[src/rtl/cpu_pkg.sv]
// Shared processor definitions: opcodes, instruction field layout and the
// program loader state encoding.
package cpu_pkg;

    typedef enum logic [3:0] {
        NOOP  = 4'd0,
        STORE = 4'd1,
        LOAD  = 4'd2,
        ADD   = 4'd3,
        SUB   = 4'd4,
        HALT  = 4'd5
    } opcode_e;

    // 16-bit instruction split into its four nibble fields, [15:12] first.
    typedef struct packed {
        logic [3:0] op;
        logic [3:0] f_a;
        logic [3:0] f_b;
        logic [3:0] f_c;
    } instr_t;

    typedef enum logic [2:0] {
        IDLE,
        COUNT,
        HI,
        LO,
        WRITE,
        CSUM,
        DONE,
        ERR
    } loader_state_e;

endpackage

[src/rtl/program_loader.sv]
// Loads a framed byte stream (count, big-endian words, XOR checksum) into
// instruction memory from address 0 and holds the controller in reset until it succeeds.
module program_loader
    import cpu_pkg::*;
#(
    parameter int ADDR_W = 8
) (
    input  logic              clk,
    input  logic              reset_n,
    input  logic              start,
    input  logic              in_valid,
    input  logic [7:0]        in_data,
    output logic              in_ready,
    output logic [ADDR_W-1:0] I_addr,
    output logic [15:0]       I_data,
    output logic              I_wr,
    output logic              cpu_reset,
    output logic              busy,
    output logic              done,
    output logic              err
);

    // One extra bit so a full-memory count of 2**ADDR_W fits.
    localparam int CNT_W = ADDR_W + 1;
    localparam logic [8:0] MAX_N = 9'(1 << ADDR_W);

    loader_state_e     state_q, state_d;
    logic [ADDR_W-1:0] addr_q, addr_d;
    logic [15:0]       data_q, data_d;
    logic [7:0]        hi_q, hi_d;
    logic [7:0]        acc_q, acc_d;
    logic [CNT_W-1:0]  rem_q, rem_d;
    logic              accept;

    // All outputs decode registered state, so in_ready never depends on in_valid.
    assign in_ready  = state_q inside {COUNT, HI, LO, CSUM};
    assign busy      = state_q inside {COUNT, HI, LO, WRITE, CSUM};
    assign I_wr      = (state_q == WRITE);
    assign cpu_reset = (state_q != DONE);
    assign done      = (state_q == DONE);
    assign err       = (state_q == ERR);
    assign I_addr    = addr_q;
    assign I_data    = data_q;
    assign accept    = in_valid && in_ready;

    always_comb begin
        // NOTE: every next-state signal gets a hold default first so no path infers a latch.
        state_d = state_q;
        addr_d  = addr_q;
        data_d  = data_q;
        hi_d    = hi_q;
        acc_d   = acc_q;
        rem_d   = rem_q;

        case (state_q)
            IDLE, DONE, ERR: begin
                if (start) begin
                    state_d = COUNT;
                    addr_d  = '0;
                    acc_d   = '0;
                end
            end
            COUNT: begin
                if (accept) begin
                    acc_d = acc_q ^ in_data;
                    rem_d = CNT_W'(in_data);
                    if ({1'b0, in_data} > MAX_N)
                        state_d = ERR;
                    else if (in_data == 8'h00)
                        state_d = CSUM;
                    else
                        state_d = HI;
                end
            end
            HI: begin
                if (accept) begin
                    hi_d    = in_data;
                    acc_d   = acc_q ^ in_data;
                    state_d = LO;
                end
            end
            LO: begin
                if (accept) begin
                    data_d  = {hi_q, in_data};
                    acc_d   = acc_q ^ in_data;
                    state_d = WRITE;
                end
            end
            WRITE: begin
                // Address wraps to 0 after a full-memory load; that value is never written.
                addr_d  = addr_q + ADDR_W'(1);
                rem_d   = rem_q - CNT_W'(1);
                state_d = (rem_q == CNT_W'(1)) ? CSUM : HI;
            end
            CSUM: begin
                if (accept)
                    state_d = (in_data == acc_q) ? DONE : ERR;
            end
            default: state_d = IDLE;
        endcase
    end

    // NOTE: sequential state uses non-blocking assignments only; no memory array lives here, so every flop is reset.
    always_ff @(posedge clk or negedge reset_n) begin
        if (!reset_n) begin
            state_q <= IDLE;
            addr_q  <= '0;
            data_q  <= '0;
            hi_q    <= '0;
            acc_q   <= '0;
            rem_q   <= '0;
        end else begin
            state_q <= state_d;
            addr_q  <= addr_d;
            data_q  <= data_d;
            hi_q    <= hi_d;
            acc_q   <= acc_d;
            rem_q   <= rem_d;
        end
    end

endmodule
[config.mk]
export PLATFORM = sky130hd
export DESIGN_NAME = program_loader
export DESIGN_NICKNAME = d
export VERILOG_FILES = /design/src/rtl/cpu_pkg.sv /design/src/rtl/program_loader.sv
export SDC_FILE = /design/constraint.sdc
export NUM_CORES = 1
export LEC_CHECK = 0
export CORE_MARGIN = 1
export CORE_UTILIZATION = 57
export DETAILED_ROUTE_END_ITERATION = 16
export PLACE_DENSITY = 0.95
export SETUP_SLACK_MARGIN = 0.3
export SYNTH_ARGS = -nofsm -noshare
export SYNTH_HDL_FRONTEND = slang
export SYNTH_SLANG_ARGS = --single-unit
[constraint.sdc]
create_clock -name clk -period 3.2 [get_ports clk]
set_input_delay 0.32 -clock clk [delete_from_list [all_inputs] [get_ports clk]]
set_output_delay 0.32 -clock clk [all_outputs]
set_load 0.01 [all_outputs]
# Word level (Yosys, flattened, before mapping)
# Cells that the tools add are included.
[word_totals] reg_bits=52 word_cells=58
[classes] addsub=2 magnitude_cmp=1 eq_ne=16 n_mux=16 n_bitwise=1 reduce_logical=16
[ops] op="$pmux 8 s2" n=2
[ops] op="$mux 3" n=8
[ops] op="$pmux 3 s6" n=1
[ops] op="$pmux 9 s2" n=1
[ops] op="$mux 8" n=2
[ops] op="$eq 3x3->1 const B" n=4
[ops] op="$ne 2x2->1 const B" n=5
[ops] op="$eq 9x1->1 const B" n=1
[ops] op="$gt 8x9->1 const B" n=1
[ops] op="$mux 9" n=1
[ops] op="$sub 9x1->9 const B" n=1
[ops] op="$add 8x1->8 const B" n=1
[ops] op="$eq 8x8->1" n=1
[ops] op="$logic_not 8->1" n=1
[ops] op="$reduce_and 2->1" n=4
[ops] op="$xor 8x8->8" n=1
[ops] op="$eq 3x2->1 const B" n=2
[ops] op="$reduce_bool 2->1" n=3
[ops] op="$reduce_or 3->1" n=2
[ops] op="$reduce_and 5->1" n=1
[ops] op="$reduce_bool 5->1" n=1
[ops] op="$reduce_bool 4->1" n=1
[ops] op="$eq 3x1->1 const B" n=1
[ops] op="$logic_not 3->1" n=1
[ops] op="other kinds (5)" n=5

# Logic depth before layout (Yosys ltp)
[logic_depth] ltp_word=5 depth_mapped=8

# Worst setup path after synthesis
# OpenSTA, ideal clock, no wires.
[synth_timing] kind="flip-flop to flip-flop" from="register rem_q[6]" to="register rem_q[7]" setup_time_ps=126 arrival_time_ps=1777 required_time_ps=3074 slack_ps=1297 path_stages_with_launch=5 path_buffers=0 synth_period_minus_slack_ps=1903 cell_sequence="dfrtp_1 -> or4_1 -> or4_1 -> a21o_1 -> a221o_1"
[synth_via] elab_chain_len=2
[synth_rtl] item="start, declared" line="program_loader.sv:32" source="logic [CNT_W-1:0] rem_q, rem_d;"
[synth_rtl] item="start signal, assigned" line="program_loader.sv:118" source="rem_q <= rem_d;"
[synth_rtl] item="$sub 9x1->9" line="program_loader.sv:92" source="rem_d = rem_q - CNT_W'(1);"
[synth_rtl] item="$pmux 9 s2" line="program_loader.sv:55" source="case (state_q)"
# No other way between the ends.
# A chain may end at the register's enable or synchronous reset.

# Worst setup path after layout
[layout_timing] from="register state_q[0]" to="output I_wr"
[layout_via] elab_chain_len=1
[layout_rtl] item="start, declared" line="program_loader.sv:27" source="loader_state_e state_q, state_d;"
[layout_rtl] item="start signal, assigned" line="program_loader.sv:113" source="state_q <= state_d;"
[layout_rtl] item="$eq 3x3->1" line="program_loader.sv:38" source="assign I_wr = (state_q == WRITE);"
[layout_rtl] item="end, declared" line="program_loader.sv:16" source="output logic I_wr,"
# No other way between the ends.

==> out/metrics.yaml <==
status:
  outcome: "finished, final reports clean"
yosys:
  synth_area_per_cell_sq_um: 10.5
  yosysMostFrequentCell: "dfrtp_1"
  mappedNetlistNets: 254
  synth_ff_type: "dfrtp_1"
  synth_top_area_share_pct: 52.1
  synth_edf_count: 0
  synth_common_cells: "dfrtp_1, mux2_2, nand2_1, o21ai_0, nor2_1"
  ys_top_cells_by_area: "dfrtp_1, mux2_2, o21ai_0, nand2_1, o2bb2ai_1"
  ys_seq_area_share_pct: 52.1
  synthArstFlopShare_pct: 100
  yosysUniqueCellTypes: 42
  yosys.area.top_type: "dfrtp_1"
  synth-seq-cells: 52
  synth_area_sq_um: 2500
  ys.warnings.count: 0
  syn_inst: 239
timing:
  maxSlewHeadroom_pct: 43.6
  slew_viol_final: 0
  max_freq_mhz: 377
  worst_slack_ps: 545
  rsz0062_at_grt: "false"
  finalCritPeriodShare_pct: 83.0
  worstMarginPinSlew_ps: 846
  setup_violations: 0
  finalSetupTns_ps: 0
  timing_hold_violations_final: 0
  period_minus_slack_ps: 2650
  clock_skew_ps: 13.7
  holdWs_ps: 109
drt:
  ant_nets: 0
  via_per_inst: 6.22
  firstDrtPassIters: 4
  drc: 0
  vias: 2054
  routedWlPerCell_microns: 17.4
  wl_microns: 5760
  drt_iter0_drc: 254
final_layout:
  drive_above_1_share_pct: 12.9
  antenna_cells: 0
  fin_area_sq_um: 3040
  multi_input_area_sq_um: 1130
  stdcell_count: 330
  nNetsFinal: 294
  syn_to_final_growth_pct: 21.5
  fill_cells: 283
  regArea_sq_um: 1300
global_routing:
  antenna_found_initial: 0
  grt_max_degree: 40
  grt_pass1_vias: 1961
  grt-ovfl-total: 0
  grt_usage_pct: 28.0
  grt_pass1_wl_microns: 9350
die:
  die_width_microns: 68.2
  die-area_sq_um: 4650
  coreArea_sq_um: 4120
  die_h_microns: 68.2
  initial_utilization_pct: 60.7
  fp-row-count: 23
  ioPinCount: 42
pwr:
  power_density_nw_per_um2: 899
  power_frac_comb_pct: 43.1
  ir_drop_mv: 0.474
  power_frac_clock_pct: 14.0
  p_sw_share_pct: 37.5
  p_leak_uw: 0.00126
  seqPwrFrac_pct: 43.0
  switchingPower_uw: 1020
  p_int_uw: 1710
cts:
  cts_tree: "done"
  htreeDepth: 2
  root_buffer: "clkbuf_8"
  clk_latency_ps: 310
  cts_buffer_depth: 2
  clock-sinks: 52
  cts_hold_buf: 0
  cts_buffers: 5
  path_clk_slew_ps: 100
placement:
  placed_cell_area_sq_um: 2940
  portBuffers: 41
  gp_congestion: 0.907
  placed_cells: 322
  pre_cts_slack_ps: 757
  hpwl_microns: 4010
worst_setup_path:
  required_ps: 2880
  crit_fanout: 12
  critical_path_arrival_ps: 2330
  cp-start-kind: "register"
  r2r_cells: 7
  worstSetupEndpointType: "primary output"
  path_class: "reg -> out"
run:
  cap_violations: 0
hold_path:
  hold_class: "in -> async"
power by group through the flow:
stage | sequential (uW) | clock (uW) | combinational (uW)
floorplan | 1140 | 0 | 706
global placement | 1150 | 0 | 1110
detailed placement | 1170 | 0 | 1160
CTS | 1170 | 388 | 1170
global route | 1210 | 410 | 1280
finish | 1170 | 381 | 1180
worst paths after layout:
| check | startpoint | slack (ps) | endpoint |
|---|---|---|---|
| min | reset_n | 110 | I_data[1] |
| max | state_q[0] | 550 | I_wr |
| max reg2reg | state_q[0] | 840 | rem_q[6] |
| min in group clk | rem_q[8] | 480 | rem_q[8] |
| max in group asynchronous | reset_n | 2380 | state_q[1] |
| min reg2reg | rem_q[8] | 480 | rem_q[8] |
metal layers:
layer	GRT usage, %	up-vias	share of wire (%)
met4	13.8	0	2.2
met3	5.67	16	6.6
met2	44.1	82	49
li1	-	955	-
met5	0	-	0
met1	36.6	1001	42
registers in the layout (all words and copies together) (netlist names):
signal,cells
rem_q,9
state_q,3
I_data,16
hi_q,8
I_addr,8
acc_q,8
layout by cell type (no fill, tap or decap), types with 2 or more instances in the layout:
cell and instances:
and3_1 2, nor2b_1 8, a31oi_1 3, a211oi_1 2, o2bb2ai_1 8, inv_1 6
nand2b_1 9, o31ai_1 2, nand2_1 22, or4_1 4, dfrtp_1 52, and2_1 4
nor3_1 6, ha_1 3, o211ai_1 3, a221oi_1 2, nand4_1 5, clkbuf_8 5
nor2_1 13, o21ai_0 19, a21oi_1 5, a311oi_1 2, buf_4 2, mux2_2 22
nand3_1 7, clkdlybuf4s50_1 40, nor4_1 4
final cells by class:
class	instances	area share, %
Tap cell	50	2.06
Clock inverter	3	0.742
Multi-Input combinational cell	170	37.2
Sequential cell	52	42.9
Timing Repair Buffer	43	13.8
Clock buffer	5	2.27
Inverter	7	0.989
timing repair:
item                       in CTS  in global routing
resized for setup               0                  1
buffers inserted                0                  0
setup endpoints to repair       0                  1
kinds of logic after synthesis:
family / after synthesis / synth area share (%)
muxes: 23 / 10.3
AOI/OAI and AO/OA: 55 / 14.8
DFF: 52 / 52.1
buffers and inverters: 17 / 2.70
adders and majority gates: 3 / 1.50
and+or+nand+nor: 88 / 18.2
xor gates and xnor gates: 1 / 0.351
worst max-delay path, stage by stage, from the launching register on:
cell and delay, ps:
dfrtp_1 520, nor2_1 300, nand2_1 320, clkinvlp_4 300
clkdlybuf4s50_1 570
through the flow:
stage	utilization (%)	power (uW)
2_1_floorplan	-	1840
3_3_place_gp	71.5	2260
3_5_place_dp	71.5	2340
4_1_cts	73.7	2730
5_1_grt	73.8	2900
6_report	73.8	2730
No activity file was read; power rests on OpenSTA's default activity.
